[config.mk]
export PLATFORM = sky130hd
export DESIGN_NAME = alu_arb
export DESIGN_NICKNAME = d
export VERILOG_FILES = /design/src/rtl/alu_arb_pkg.sv /design/src/rtl/alu_arb_pick.sv /design/src/rtl/alu_arb.sv
export SDC_FILE = /design/constraint.sdc
export NUM_CORES = 1
export LEC_CHECK = 0
export BUFFER_PORTS_ARGS = -buffer_cell sky130_fd_sc_hd__buf_2
export CAP_MARGIN = 20
export CORE_AREA = 2 2 79 81
export DETAILED_ROUTE_END_ITERATION = 7
export DIE_AREA = 0 0 81 83
export PLACE_DENSITY_LB_ADDON = 0.2
export SLEW_MARGIN = 0
export SYNTH_ARGS = -nofsm -noshare
export SYNTH_HDL_FRONTEND = slang
export SYNTH_HIERARCHICAL = 1
export SYNTH_SLANG_ARGS = --single-unit
[constraint.sdc]
create_clock -name clk -period 6.3 [get_ports clk]
set_clock_uncertainty 0.1 [all_clocks]
set_input_delay 1.26 -clock clk [delete_from_list [all_inputs] [get_ports clk]]
set_output_delay 1.26 -clock clk [all_outputs]
set_load 0.005 [all_outputs]
[src/rtl/alu_arb_pkg.sv]
// alu_arb_pkg: shared types and constants for the alu_arb issue controller.
//   arb_state_t : arbitration FSM states (ARB, OWN0, OWN1)
//   req_id_t    : requester id (0 = main decode, 1 = microsequencer)
//   COP_NOP     : opcode driven to alu_stage on idle cycles
//   ALU_*_W     : widths shared with alu_stage
package alu_arb_pkg;

    localparam int ALU_DATA_W = 16;
    localparam int ALU_COP_W  = 4;
    localparam int ALU_ADDR_W = 3;
    localparam int ALU_IMM_W  = 9;

    localparam logic [ALU_COP_W-1:0] COP_NOP = '0;

    typedef enum logic [1:0] {
        ARB  = 2'd0,
        OWN0 = 2'd1,
        OWN1 = 2'd2
    } arb_state_t;

    typedef logic req_id_t;

    function automatic req_id_t other_id(input req_id_t id);
        return ~id;
    endfunction

endpackage

[src/rtl/alu_arb_pick.sv]
// alu_arb_pick: combinational two-way picker.
//   valid0_i/valid1_i : request valids
//   ptr_i             : requester holding priority when both are valid in ARB
//   state_i           : owner state; OWNn restricts the grant to requester n
//   block_i           : forces no grant (stall or reset)
//   grant_o           : one-hot grant, only ever set for a valid requester
module alu_arb_pick
    import alu_arb_pkg::*;
(
    input  logic       valid0_i,
    input  logic       valid1_i,
    input  req_id_t    ptr_i,
    input  arb_state_t state_i,
    input  logic       block_i,
    output logic [1:0] grant_o
);

    always_comb begin
        grant_o = '0;
        if (!block_i) begin
            case (state_i)
                OWN0:    grant_o[0] = valid0_i;
                OWN1:    grant_o[1] = valid1_i;
                default: begin
                    if (valid0_i && valid1_i) begin
                        grant_o[ptr_i] = 1'b1;
                    end else begin
                        grant_o = {valid1_i, valid0_i};
                    end
                end
            endcase
        end
    end

endmodule

[src/rtl/alu_arb.sv]
// alu_arb: two-requester arbiter / issue controller in front of alu_stage.
//   clk, reset (async, active-high)
//   reqN_*      : valid/ready request channel with operands, opcode, dest,
//                 we, immediate and lock (N = 0, 1)
//   alu_stall   : freezes arbitration state and the ALU stage
//   regA..inmediate, enable_alu : issue ports into alu_stage
//   alu_result, OVF, destReg_addr_output, we_output : alu_stage outputs
//   rsp_*       : result, tagged with the issuing requester, one cycle after issue
// Build option: ALU_ARB_RR_EN selects round-robin priority; without it
// requester 0 wins ARB contention except right after a forced release.
module alu_arb
    import alu_arb_pkg::*;
#(
    parameter int DATA_W   = ALU_DATA_W,
    parameter int COP_W    = ALU_COP_W,
    parameter int ADDR_W   = ALU_ADDR_W,
    parameter int IMM_W    = ALU_IMM_W,
    parameter int LOCK_MAX = 8
) (
    input  logic              clk,
    input  logic              reset,
    input  logic              req0_valid,
    output logic              req0_ready,
    input  logic [DATA_W-1:0] req0_regA,
    input  logic [DATA_W-1:0] req0_regB,
    input  logic [COP_W-1:0]  req0_cop,
    input  logic [ADDR_W-1:0] req0_destReg_addr,
    input  logic              req0_we,
    input  logic [IMM_W-1:0]  req0_inmediate,
    input  logic              req0_lock,
    input  logic              req1_valid,
    output logic              req1_ready,
    input  logic [DATA_W-1:0] req1_regA,
    input  logic [DATA_W-1:0] req1_regB,
    input  logic [COP_W-1:0]  req1_cop,
    input  logic [ADDR_W-1:0] req1_destReg_addr,
    input  logic              req1_we,
    input  logic [IMM_W-1:0]  req1_inmediate,
    input  logic              req1_lock,
    input  logic              alu_stall,
    output logic [DATA_W-1:0] regA,
    output logic [DATA_W-1:0] regB,
    output logic [COP_W-1:0]  cop,
    output logic [ADDR_W-1:0] destReg_addr,
    output logic              we,
    output logic [IMM_W-1:0]  inmediate,
    output logic              enable_alu,
    input  logic [DATA_W-1:0] alu_result,
    input  logic              OVF,
    input  logic [ADDR_W-1:0] destReg_addr_output,
    input  logic              we_output,
    output logic              rsp_valid,
    output logic              rsp_id,
    output logic [DATA_W-1:0] rsp_result,
    output logic              rsp_ovf,
    output logic [ADDR_W-1:0] rsp_destReg_addr,
    output logic              rsp_we
);

    localparam int CNT_W = (LOCK_MAX > 2) ? $clog2(LOCK_MAX) : 1;
    localparam logic [CNT_W-1:0] CNT_LAST = CNT_W'(LOCK_MAX - 1);

    arb_state_t       state_q, state_d;
    req_id_t          ptr_q, ptr_d;
    logic [CNT_W-1:0] cnt_q, cnt_d;
    logic             issue_v_q, issue_v_d;
    req_id_t          issue_id_q, issue_id_d;

    logic [1:0] grant;
    logic       hs;
    req_id_t    gid;
    logic       forced;

    alu_arb_pick u_pick (
        .valid0_i (req0_valid),
        .valid1_i (req1_valid),
        .ptr_i    (ptr_q),
        .state_i  (state_q),
        .block_i  (alu_stall | reset),
        .grant_o  (grant)
    );

    assign hs  = |grant;
    assign gid = grant[1];

    always_ff @(posedge clk or posedge reset) begin
        if (reset) begin
            state_q    <= ARB;
            ptr_q      <= 1'b0;
            cnt_q      <= '0;
            issue_v_q  <= 1'b0;
            issue_id_q <= 1'b0;
        end else begin
            state_q    <= state_d;
            ptr_q      <= ptr_d;
            cnt_q      <= cnt_d;
            issue_v_q  <= issue_v_d;
            issue_id_q <= issue_id_d;
        end
    end

    always_comb begin
        state_d    = state_q;
        ptr_d      = ptr_q;
        cnt_d      = cnt_q;
        forced     = 1'b0;
        issue_v_d  = hs & ~alu_stall;
        issue_id_d = gid;

        if (!alu_stall) begin
            case (state_q)
                ARB: begin
                    if (grant[0] && req0_lock) begin
                        state_d = OWN0;
                        cnt_d   = '0;
                    end else if (grant[1] && req1_lock) begin
                        state_d = OWN1;
                        cnt_d   = '0;
                    end
                end
                OWN0: begin
                    cnt_d = cnt_q + 1'b1;
                    if (cnt_q == CNT_LAST) begin
                        state_d = ARB;
                        forced  = 1'b1;
                    end else if (!req0_lock) begin
                        state_d = ARB;
                    end
                end
                OWN1: begin
                    cnt_d = cnt_q + 1'b1;
                    if (cnt_q == CNT_LAST) begin
                        state_d = ARB;
                        forced  = 1'b1;
                    end else if (!req1_lock) begin
                        state_d = ARB;
                    end
                end
                default: state_d = ARB;
            endcase

`ifdef ALU_ARB_RR_EN
            if (hs) begin
                ptr_d = other_id(gid);
            end
`else
            // Priority handed out by a forced release lasts for one ARB grant.
            if (hs && state_q == ARB) begin
                ptr_d = 1'b0;
            end
`endif
            // Forced release always hands priority to the requester that was locked out.
            if (forced) begin
                ptr_d = other_id(state_q == OWN1);
            end
        end
    end

    always_comb begin
        req0_ready   = grant[0];
        req1_ready   = grant[1];
        regA         = '0;
        regB         = '0;
        cop          = COP_W'(COP_NOP);
        destReg_addr = '0;
        we           = 1'b0;
        inmediate    = '0;
        if (grant[0]) begin
            regA         = req0_regA;
            regB         = req0_regB;
            cop          = req0_cop;
            destReg_addr = req0_destReg_addr;
            we           = req0_we;
            inmediate    = req0_inmediate;
        end else if (grant[1]) begin
            regA         = req1_regA;
            regB         = req1_regB;
            cop          = req1_cop;
            destReg_addr = req1_destReg_addr;
            we           = req1_we;
            inmediate    = req1_inmediate;
        end
    end

    assign enable_alu       = ~alu_stall;
    assign rsp_valid        = issue_v_q;
    assign rsp_id           = issue_id_q;
    assign rsp_result       = alu_result;
    assign rsp_ovf          = OVF;
    assign rsp_destReg_addr = destReg_addr_output;
    assign rsp_we           = we_output;

endmodule
==> results of run 1 <==
-- power breakdown --
group	total [mW]	internal, mW	leakage [nW]	switching, mW
clock network	0.0595	0.0412	0.0216	0.0182
logic	0.254	0.128	1.05	0.126
registers	0.0715	0.0623	0.109	0.00918
total	0.385	0.231	1.18	0.154
-- critical path, stage by stage --
cell     delay, ns
buf_2         0.09
inv_1         0.23
nand2_1       0.17
nor4b_2       0.35
nor2b_4       0.91
a22o_1        0.25
buf_2         0.12
-- synth_stat cells, types with 2 or more instances --
cell       n  area share [%]
nor2_1     6             1.9
a21oi_1    2            0.84
inv_1      8             2.5
nand2_1    5             1.6
nor4b_2    2             2.5
buf_4     25              16
o21ai_0    2            0.84
a211o_1    2             1.5
dfrtp_1    8              17
a22o_1    51              37
buf_2      2            0.84
ha_1       7             7.3
clkbuf_1   6             1.9
-- registers in the layout (all words and copies together), names as in the netlist --
| name | cells |
|---|---|
| cnt_q | 3 |
| state_q | 2 |
| ptr_q | 1 |
| rsp_id | 1 |
| rsp_valid | 1 |
-- cell families after synthesis --
family,after synthesis,synth area share (%)
compound gates,62,44.14
buf+inv,41,20.92
simple gates,19,9.625
flops,8,16.74
fa+ha+maj,7,7.322
mux,1,1.255
-- per-layer routing --
metal	global-route usage, %	vias up
li1	-	771
met1	16.62	699
met2	28.40	101
met3	4.783	14
met4	4.468	2
met5	0	-
-- layout make-up --
| type | count | area share, % |
|---|---|---|
| Sequential cell | 8 | 10.33 |
| Multi-Input combinational cell | 89 | 39.19 |
| Timing Repair Buffer | 161 | 41.96 |
| Inverter | 8 | 1.549 |
| Tap cell | 75 | 4.842 |
| Clock buffer | 3 | 2.130 |
-- worst paths after layout --
path | from | end | slack (ns) | cells after the start
worst max-delay path | reset | regA[1] | 1.53 | 7
worst min-delay path | cnt_q[2] | cnt_q[2] | 0.41 | 1
worst max register to register | state_q[0] | cnt_q[0] | 3.79 | 8
worst min register to register | cnt_q[2] | cnt_q[2] | 0.41 | 1
max in group asynchronous | reset | cnt_q[2] | 4.99 | 2
min in group asynchronous | reset | state_q[0] | 0.87 | 2
-- layout by cell type (no fill, tap or decap) --
master,count
nand2_1,5
a211oi_1,1
nand2b_1,1
dfrtp_1,8
o311ai_0,1
o2bb2ai_1,1
a21oi_1,2
ha_1,7
a22oi_1,1
and3b_1,1
nor4b_2,1
a22o_1,51
a211o_1,2
mux2_4,1
nand2_2,1
o21ai_0,2
nor2b_4,1
nand3b_1,1
and3_1,1
a21boi_2,1
inv_1,8
buf_4,3
nor2_1,6
nor4b_4,1
buf_2,158
clkbuf_8,3
==> summary.md, run 1 <==
| Metric | Value |
|---|---|
| Share of cells above drive strength 1 | 63.20% |
| Sequential cell area | 200.2 um^2 |
| Max layer used | met5 |
| WHS | 0.4085 ns |
| Synth Warn # | 6 |
| Clock Pin Slew Worst Setup and Hold Paths | 0.04 ns |
| EDFF count, synth | 0 |
| Post-layout net count | 404 |
| Post-route cell area | 1938 um^2 |
| Die width | 81 um |
| Post-place setup slack | 1.508 ns |
| Post-CTS setup buffers | 0 |
| Met2 WL | 2768 um |
| PortBufs | 158 |
| Final min period | 4.772 ns |
| Worst setup SP type | primary input |
| Least-Margin Pin Slew | 1.052 ns |
| Layout area overhead | 62.03% |
| Synth Register Bits | 8 |
| Hold_buf cts | 0 |
| GRT Residual Overflow | 0 |
| Final Max Tran Viols | 0 |
| Largest net degree at the start of global routing | 49 |
| Iter 0 DRT Violations | 69 |
| Cells after Synth | 138 |
| CTS Sinks | 8 |
| FP Rows | 28 |
| Clock buffer depth | 2 |
| Core box area | 5816 um^2 |
| First-pass GRT wire length | 8176 um |
| Fin worst setup slack | 1.528 ns |
| Initial antenna violation count | 1 |
| Endpoints failing setup | 0 |
| Fin Setup TNS | 0 ns |
| Final ANT Viol Nets | 0 |
| Placed cells | 341 |
| Met1 WL | 2022 um |
| Mean Syn Cell Area | 8.668 um^2 |
| Initial core utilization | 20.57% |
| Drt total wl | 5486 um |
| Top Ports | 201 |
| Multi-input logic area | 759.5 um^2 |
| Non-Filler Instances | 344 |
| Top FF cell, synth | dfrtp_1 |
| Syn_nets | 271 |
| DR WL/cell | 15.95 um |
| DRC viols | 0 |
| H-tree depth | 1 |
| RSZ-0062 raised after global routing | no |
| Final core utilization | 33.33% |
| CTS tree | yes |
| Async set-reset flop share out of synthesis | 100.0% |
| Status | complete, no violations |
| Power per Cell Area | 198.7 nW/um^2 |
| WP data arrival | 3.41 ns |
| Vias in the first global route | 1599 |
| Synth Cell Area | 1196 um^2 |
| CTS Buf Count | 3 |
| Worst skew pair latency | 0.22 ns |
| GPL Wtd Cong | 0.8941 |
| Slew Limit Headroom | 29.74% |
| Total power | 385.1 uW |
| CTS root buffer | clkbuf_8 |
| DP HPWL | 4636 um |
| CP required | 4.94 ns |
| Register area share after synthesis | 16.74% |
| Die height | 83 um |
| Worst Path Max Fanout | 48 |
| Post_cts resized | 0 |
| DR vias | 1587 |
| Die ar. | 6723 um^2 |
| Crit. End Element | output port |
| Maxcap violations | 0 |
| Critical path type | primary input to output port |
| Gr usage total | 15.50% |
| Wire length on met3 | 567 um |
| Fin. Hold Viols | 0 |
| Worst hold path type | register to register |
| Synth cell types | 25 |
| Tcrit/Tclk final | 75.74% |
| Worst vdd ir | 69.58 uV |
| Filler cells | 634 |
| Leakage | 1.177 nW |
| Max Clk Rate | 209.6 MHz |
| DR pass1 iterations | 4 |
| Placed instance area | 1897 um^2 |
| Inserted Diodes | 0 |
| Post-DR vias/cell | 4.613 |
(Power assumes the default switching activity.)
==> run 2, diff against run 1 <==
--- a/config.mk
+++ b/config.mk
@@ -5,11 +5,12 @@
 export SDC_FILE = /design/constraint.sdc
 export NUM_CORES = 1
 export LEC_CHECK = 0
+export ABC_AREA = 1
 export BUFFER_PORTS_ARGS = -buffer_cell sky130_fd_sc_hd__buf_2
 export CAP_MARGIN = 20
-export CORE_AREA = 2 2 79 81
+export CORE_AREA = 2 2 77 79
 export DETAILED_ROUTE_END_ITERATION = 7
-export DIE_AREA = 0 0 81 83
+export DIE_AREA = 0 0 79 81
 export PLACE_DENSITY_LB_ADDON = 0.2
 export SLEW_MARGIN = 0
 export SYNTH_ARGS = -nofsm -noshare
==> constraint.sdc (replaced) <==
create_clock -name clk -period 4.3 [get_ports clk]
set_clock_uncertainty 0.1 [all_clocks]
set_input_delay 0.86 -clock clk [delete_from_list [all_inputs] [get_ports clk]]
set_output_delay 0.86 -clock clk [all_outputs]
set_load 0.005 [all_outputs]
==> run 2 against run 1 <==
Utilization grew 4.6 points. Total power increased by 46%. Sequential cell count unchanged. Die area fell by 4.8%. Area after synthesis up 24%. Wire length down 1.5%. Worst hold slack lost 0.036 ns. First-iteration DRC count is 29% lower. Synthesized cell count rose by 92%.
==> summary.md, run 2 <==
| Metric | Value |
|---|---|
| Fin. Hold Viols | 0 (unchanged) |
| Layout area overhead | 45.43% (was 62.03%) |
| Top FF cell, synth | dfrtp_1 (unchanged) |
| CTS tree | yes (unchanged) |
| Fin Setup TNS | 0 ns (unchanged) |
| Biggest regs | cnt_q: 3 flops, state_q: 2 flops (unchanged) |
| Synth Register Bits | 8 (unchanged) |
| Iter 0 DRT Violations | 49 (was 69) |
| PortBufs | 158 (unchanged) |
| Post_cts resized | 0 (unchanged) |
| CTS Sinks | 8 (unchanged) |
| WP data arrival | 2.49 ns (was 3.41 ns) |
| Clock buffer depth | 2 (unchanged) |
| Switching power | 256.8 uW (was 153.9 uW) |
| Multi-input logic area | 934.6 um^2 (was 759.5 um^2) |
| H-tree depth | 1 (unchanged) |
| Die width | 79 um (was 81 um) |
| Max layer used | met4 (was met5) |
| Placed cells | 462 (was 341) |
| Endpoints failing setup | 0 (unchanged) |
| Final Max Tran Viols | 0 (unchanged) |
| Post-layout net count | 525 (was 404) |
| Worst path slowest cell | buf_4 (was nor2b_4) |
| Vias in the first global route | 1694 (was 1599) |
| DRC viols | 0 (unchanged) |
| Tcrit/Tclk final | 80.19% |
| CTS root buffer | clkbuf_8 (unchanged) |
| Register area share after synthesis | 13.54% (was 16.74%) |
| Max incr delay on CP | 0.46 ns (was 0.91 ns) |
| Crit. End Element | output port (unchanged) |
| Largest net degree at the start of global routing | 53 (was 49) |
| RSZ-0062 raised after global routing | no (unchanged) |
| Worst hold path type | register to register (unchanged) |
| Worst setup SP type | primary input (unchanged) |
| DR WL/cell | 11.62 um (was 15.95 um) |
| Critical path type | primary input to output port (unchanged) |
| Non-Filler Instances | 465 (was 344) |
| Met2 WL | 2723 um (was 2768 um) |
| Status | complete, no violations (unchanged) |
| Crit-path most repeated cell | nand2_1 (was buf_2) |
| Clock power frac | 15.7% (was 15.4%) |
| Leading cell types in the layout, fill and taps excluded | 158 x buf_2, 121 x nand2_1, 53 x nand3_1 (was 158 x buf_2, 51 x a22o_1, 8 x inv_1, 8 x dfrtp_1, 7 x ha_1) |
| Synth area leader | nand2_1 (was a22o_1) |
| CP top delay family | buffers and inverters (was simple AND/OR/NAND/NOR gates) |
| CTS Buf Count | 3 (unchanged) |
| Share of cells above drive strength 1 | 44.10% (was 63.20%) |
| Sequential power share | 18.6% (about the same) |
| Top cell type's share of synthesized area | 30.71% (was 37.34%) |
| Sw frac | 45.54% (was 39.96%) |
| Core box area | 5675 um^2 (was 5816 um^2) |
| DP HPWL | 4149 um (was 4636 um) |
| Drt total wl | 5403 um (was 5486 um) |
| Synth area leaders | nand2_1 31%, nand3_1 18%, dfrtp_1 14%, buf_4 13%, ha_1 5.9% (was a22o_1 37%, dfrtp_1 17%, buf_4 16%, ha_1 7.3%, inv_1 2.5%) |
| Cells after Synth | 265 (was 138) |
| Max Clk Rate | 290.0 MHz |
| Initial core utilization | 26.06% (was 20.57%) |
| Sequential cell area | 200.2 um^2 (unchanged) |
| Fin worst setup slack | 0.8519 ns (was 1.528 ns) |
| Worst Path Max Fanout | 52 (was 48) |
| Worst vdd ir | 214.6 uV (was 69.58 uV) |
| Met1 WL | 2036 um (was 2022 um) |
| Slew Limit Headroom | 46.92% (was 29.74%) |
| Async set-reset flop share out of synthesis | 100.0% (unchanged) |
| Top reg by flops | cnt_q (unchanged) |
| Inserted Diodes | 0 (unchanged) |
| Synth Cell Area | 1479 um^2 (was 1196 um^2) |
| DR vias | 2018 (was 1587) |
| Leakage | 1.477 nW (was 1.177 nW) |
| Hold_buf cts | 0 (unchanged) |
| Synth cell count leaders | 121 x nand2_1, 53 x nand3_1, 26 x buf_4 (was 51 x a22o_1, 25 x buf_4, 8 x dfrtp_1, 8 x inv_1, 7 x ha_1) |
| Die height | 81 um (was 83 um) |
| Syn_nets | 398 (was 271) |
| Maxcap violations | 0 (unchanged) |
| Synth cell types | 17 (was 25) |
| Internal power | 307.0 uW (was 231.2 uW) |
| Final min period | 3.448 ns |
| Clock Pin Slew Worst Setup and Hold Paths | 0.04 ns (about the same) |
| Max reg flops | 3 (unchanged) |
| Power per Cell Area | 262.1 nW/um^2 (was 198.7 nW/um^2) |
| Buffers & Inverters on Critical Path | 4 (was 3) |
| First-pass GRT wire length | 7734 um (was 8176 um) |
| EDFF count, synth | 0 (unchanged) |
| Final ANT Viol Nets | 0 (unchanged) |
| Comb pwr share | 65.7% (was 66.0%) |
| Initial antenna violation count | 0 (was 1) |
| Post-DR vias/cell | 4.340 (was 4.613) |
| CP required | 3.34 ns (was 4.94 ns) |
| Cell chain of the critical path | buf_2 -> inv_1 -> nand2_1 -> nor2_1 -> nand2_1 -> nor2_4 -> buf_4 -> nand2_1 -> nand2_1 -> buf_2 (was buf_2 -> inv_1 -> nand2_1 -> nor4b_2 -> nor2b_4 -> a22o_1 -> buf_2) |
| GRT Residual Overflow | 0 (unchanged) |
| Post-place setup slack | 0.8299 ns (was 1.508 ns) |
| Total power | 563.8 uW (was 385.1 uW) |
| Die ar. | 6399 um^2 (was 6723 um^2) |
| Wire length on met3 | 541 um (was 567 um) |
| Least-Margin Pin Slew | 0.7950 ns (was 1.052 ns) |
| Mean Syn Cell Area | 5.581 um^2 (was 8.668 um^2) |
| Worst skew pair latency | 0.23 ns (was 0.22 ns) |
| FP Rows | 28 (unchanged) |
| Commonest non-fill, non-tap cell in the layout | buf_2 (unchanged) |
| Top Ports | 201 (unchanged) |
| Filler cells | 671 (was 634) |
| Post-CTS setup buffers | 0 (unchanged) |
| DR pass1 iterations | 6 (was 4) |
| Count leader, synth | nand2_1 (was a22o_1) |
| Gr usage total | 15.06% (was 15.50%) |
| GPL Wtd Cong | 0.7734 (was 0.8941) |
| Synth Warn # | 6 (unchanged) |
[run 2: cell count changes in the layout (fill, tap and decap cells not counted), sizes merged, moves of 2 or more]
cell,change
nand4,+4
nand2,+116
nor4b,-2
a211o,-2
nand3,+56
inv,+10
a22o,-51
[run 2: final cells by class]
cell class / count / area share [%]
Multi-Input combinational cell: 200 / 43.46
Tap cell: 75 / 4.363
Timing Repair Buffer: 161 / 37.81
Clock buffer: 3 / 1.920
Sequential cell: 8 / 9.308
Inverter: 18 / 3.141
[run 2: metrics by stage]
stage	cell area (um^2)	hold slack, ns	util, %
CTS	2151	0.3819	37.90
global placement	2110	0.3649	37.17
global route	2151	0.4140	37.90
detailed placement	2110	0.3685	37.17
finish	2151	0.3729	37.90
floorplan	1479	0.3459	-
[run 2: tightest hold or removal path, delay by kind of cell, from the launching register on]
kind / cells / cell delay (ns)
simple gates: 2 / 0.10
flops: 1 / 0.33
[run 2: routing by layer]
layer,global-route usage [%],vias to the layer above
li1,-,1061
met1,15.37,864
met2,28.98,85
met3,4.667,8
met4,5.172,0
met5,0,-
[run 2: logic make-up after synthesis]
group	Yosys count	synth area share (%)
adders and majority gates	7	5.922
AOI/OAI and AO/OA	3	1.268
buffers and inverters	57	24.28
and+or+nand+nor	190	54.99
DFF	8	13.54
[run 2: path summary, 6_finish.rpt]
| path | from | endpoint | slack [ns] | depth (start not counted) |
|---|---|---|---|---|
| max in group asynchronous | reset | state_q[0] | 3.37 | 2 |
| worst min-delay path | cnt_q[1] | cnt_q[1] | 0.37 | 2 |
| min in group asynchronous | reset | cnt_q[0] | 0.48 | 2 |
| worst max register to register | state_q[0] | cnt_q[0] | 2.03 | 12 |
| worst max-delay path | alu_stall | inmediate[7] | 0.85 | 10 |
| worst min register to register | cnt_q[1] | cnt_q[1] | 0.37 | 2 |
[run 2: power groups by stage]
stage          clock [mW]  combinational (mW)  sequential [mW]
2_1_floorplan           0               0.255            0.103
3_3_place_gp            0               0.374            0.106
3_5_place_dp            0               0.373            0.106
4_1_cts            0.0924               0.375            0.105
5_1_grt            0.0967               0.422            0.107
6_report           0.0886               0.370            0.105
==> run 3, diff against run 2 <==
--- a/config.mk
+++ b/config.mk
@@ -8,9 +8,9 @@
 export ABC_AREA = 1
 export BUFFER_PORTS_ARGS = -buffer_cell sky130_fd_sc_hd__buf_2
 export CAP_MARGIN = 20
-export CORE_AREA = 2 2 77 79
+export CORE_AREA = 2 2 78 80
 export DETAILED_ROUTE_END_ITERATION = 7
-export DIE_AREA = 0 0 79 81
+export DIE_AREA = 0 0 80 82
 export PLACE_DENSITY_LB_ADDON = 0.2
 export SLEW_MARGIN = 0
 export SYNTH_ARGS = -nofsm -noshare
==> constraint.sdc (replaced) <==
create_clock -name clk -period 3.6 [get_ports clk]
set_clock_uncertainty 0.1 [all_clocks]
set_input_delay 0.72 -clock clk [delete_from_list [all_inputs] [get_ports clk]]
set_output_delay 0.72 -clock clk [all_outputs]
set_load 0.005 [all_outputs]
==> run 3 against run 2 <==
Final area grew 1.3%. Count of clock-buffer cells in the layout is the same. Wire length shrank 2.1%. Critical endpoint is now we. Largest cell class unchanged. Largest power group unchanged. Highest routed layer unchanged.
==> summary.md, run 3 (synthesis gave the netlist of run 2 again) <==
| Metric | Value |
|---|---|
| Inserted Diodes | 0 (unchanged) |
| Share of cells above drive strength 1 | 44.39% (was 44.10%) |
| Non-Filler Instances | 467 (was 465) |
| Worst setup SP type | register (was primary input) |
| Switching power | 304.4 uW (was 256.8 uW) |
| DR WL/cell | 11.33 um (was 11.62 um) |
| Post-layout net count | 527 (was 525) |
| Tcrit/Tclk final | 85.57% |
| WP data arrival | 2.26 ns (was 2.49 ns) |
| Crit-path most repeated cell | nand2_1 (unchanged) |
| Comb pwr share | 65.9% (was 65.7%) |
| Slew Limit Headroom | 45.46% (was 46.92%) |
| Worst path slowest cell | inv_2 (was buf_4) |
| Top reg by flops | cnt_q (unchanged) |
| Drt total wl | 5290 um (was 5403 um) |
| Biggest regs | cnt_q: 3 flops, state_q: 2 flops (unchanged) |
| Clock Pin Slew Worst Setup and Hold Paths | 0.04 ns (about the same) |
| Commonest non-fill, non-tap cell in the layout | buf_2 (unchanged) |
| PortBufs | 158 (unchanged) |
| Hold_buf cts | 0 (unchanged) |
| DR vias | 2025 (was 2018) |
| Sw frac | 45.02% (was 45.54%) |
| Reg2reg setup slack | 1.37 ns (was 2.03 ns) |
| Sequential power share | 18.5% (was 18.6%) |
| Leading cell types in the layout, fill and taps excluded | 158 x buf_2, 121 x nand2_1, 53 x nand3_1 (unchanged) |
| DR pass1 iterations | 6 (unchanged) |
| Internal power | 371.7 uW (was 307.0 uW) |
| Max incr delay on CP | 0.59 ns (was 0.46 ns) |
| Placed instance area | 2137 um^2 (was 2110 um^2) |
| Die ar. | 6560 um^2 (was 6399 um^2) |
| Least-Margin Pin Slew | 0.8169 ns (was 0.7950 ns) |
| Post-DR vias/cell | 4.336 (was 4.340) |
| Placed cells | 464 (was 462) |
| GRT Residual Overflow | 0 (unchanged) |
| Worst hold path type | primary input to asynchronous set/reset pin (was register to register) |
| Post_cts resized | 0 (unchanged) |
| CTS root buffer | clkbuf_8 (unchanged) |
| CTS Sinks | 8 (unchanged) |
| Status | complete, no violations (unchanged) |
| Worst r2r path cells | 12 (unchanged) |
| RSZ-0062 raised after global routing | no (unchanged) |
| Critical path type | register to output port (was primary input to output port) |
| Final min period | 3.080 ns |
| Fin Setup TNS | 0 ns (unchanged) |
| Post-CTS setup buffers | 0 (unchanged) |
| CTS Buf Count | 3 (unchanged) |
| First-pass GRT wire length | 7500 um (was 7734 um) |
| Cell chain of the critical path | inv_1 -> ha_1 -> inv_1 -> nand2_1 -> nand2_1 -> nor2_4 -> inv_2 -> nand3_1 -> nand2_1 -> buf_2 (was buf_2 -> inv_1 -> nand2_1 -> nor2_1 -> nand2_1 -> nor2_4 -> buf_4 -> nand2_1 -> nand2_1 -> buf_2) |
| Crit. End Element | output port (unchanged) |
| Worst skew pair latency | 0.23 ns (about the same) |
| DP HPWL | 4093 um (was 4149 um) |
| Die height | 82 um (was 81 um) |
| Max Clk Rate | 324.6 MHz |
| Largest net degree at the start of global routing | 53 (unchanged) |
| Worst Path Max Fanout | 51 (was 52) |
| H-tree depth | 1 (unchanged) |
| CTS tree | yes (unchanged) |
| Core box area | 5746 um^2 (was 5675 um^2) |
| Die width | 80 um (was 79 um) |
| Final ANT Viol Nets | 0 (unchanged) |
| FP Rows | 28 (unchanged) |
| Worst reg2reg startpoint | state_q[0] (unchanged) |
| RR Endpoint | cnt_q[2] (was cnt_q[0]) |
| CP required | 2.78 ns (was 3.34 ns) |
| Top Ports | 201 (unchanged) |
| Clock buffer depth | 2 (unchanged) |
| Fin. Hold Viols | 0 (unchanged) |
| GPL Wtd Cong | 0.7980 (was 0.7734) |
| Max reg flops | 3 (unchanged) |
| Endpoints failing setup | 0 (unchanged) |
| DRC viols | 0 (unchanged) |
| Post-route cell area | 2178 um^2 (was 2151 um^2) |
| Maxcap violations | 0 (unchanged) |
| Iter 0 DRT Violations | 79 (was 49) |
| Final Max Tran Viols | 0 (unchanged) |
| Leakage | 1.489 nW (was 1.477 nW) |
| Gr usage total | 13.97% (was 15.06%) |
| Initial core utilization | 25.74% (was 26.06%) |
| Clock power frac | 15.5% (was 15.7%) |
| Layout area overhead | 47.29% (was 45.43%) |
| Initial antenna violation count | 0 (unchanged) |
| Power per Cell Area | 310.4 nW/um^2 (was 262.1 nW/um^2) |
| Worst vdd ir | 224.0 uV (was 214.6 uV) |
| Vias in the first global route | 1613 (was 1694) |
## run 3: worst max-delay path by stage
stage                          start      endpoint  cells after the start
final                     state_q[0]            we                     10
after detailed placement   alu_stall            we                     10
after floorplan            alu_stall        cop[0]                     11
after CTS                 state_q[0]            we                     10
after global placement     alu_stall  inmediate[5]                     10
after global routing      state_q[0]        cop[1]                     10
## run 3: final cells by class
cell class / count / area [um^2]
Sequential cell: 8 / 200.2
Multi-Input combinational cell: 200 / 934.6
Timing Repair Buffer: 163 / 840.8
Inverter: 18 / 67.56
Clock buffer: 3 / 41.29
Fill cell: 641 / 3567
Tap cell: 75 / 93.84
## run 3: power by group through the flow
stage          sequential (mW)  clock, mW  combinational [mW]
2_1_floorplan            0.123          0               0.304
3_3_place_gp             0.127          0               0.451
3_5_place_dp             0.127          0               0.450
4_1_cts                  0.126      0.108               0.452
5_1_grt                  0.129      0.115               0.510
6_report                 0.125      0.105               0.446
## run 3: worst max-delay path, delay by kind of cell, from the launching register on
| kind | cells | cell delay, ns |
|---|---|---|
| fa+ha+maj | 1 | 0.30 |
| buf+inv | 4 | 0.85 |
| flops | 1 | 0.40 |
| simple gates | 5 | 0.45 |
## run 3: metrics by stage
step | worst slack [ns] | hold WS (ns) | power, mW | utilization [%]
after CTS | 0.5059 | 0.3775 | 0.6862 | 37.91
after global placement | 0.6515 | 0.3626 | 0.5771 | 37.20
after detailed placement | 0.6580 | 0.3812 | 0.5769 | 37.20
after global routing | 0.2815 | 0.3885 | 0.7546 | 37.91
after floorplan | 0.8930 | 0.3459 | 0.4275 | -
final | 0.5196 | 0.3722 | 0.6762 | 37.91
## run 3: metal layers
layer	GRT usage (%)	share of wire, %	vias up
li1	-	-	1066
met2	27.00	51	104
met1	15.73	38	849
met3	2.527	9.5	6
met4	3.390	1.0	0
met5	0	0	-
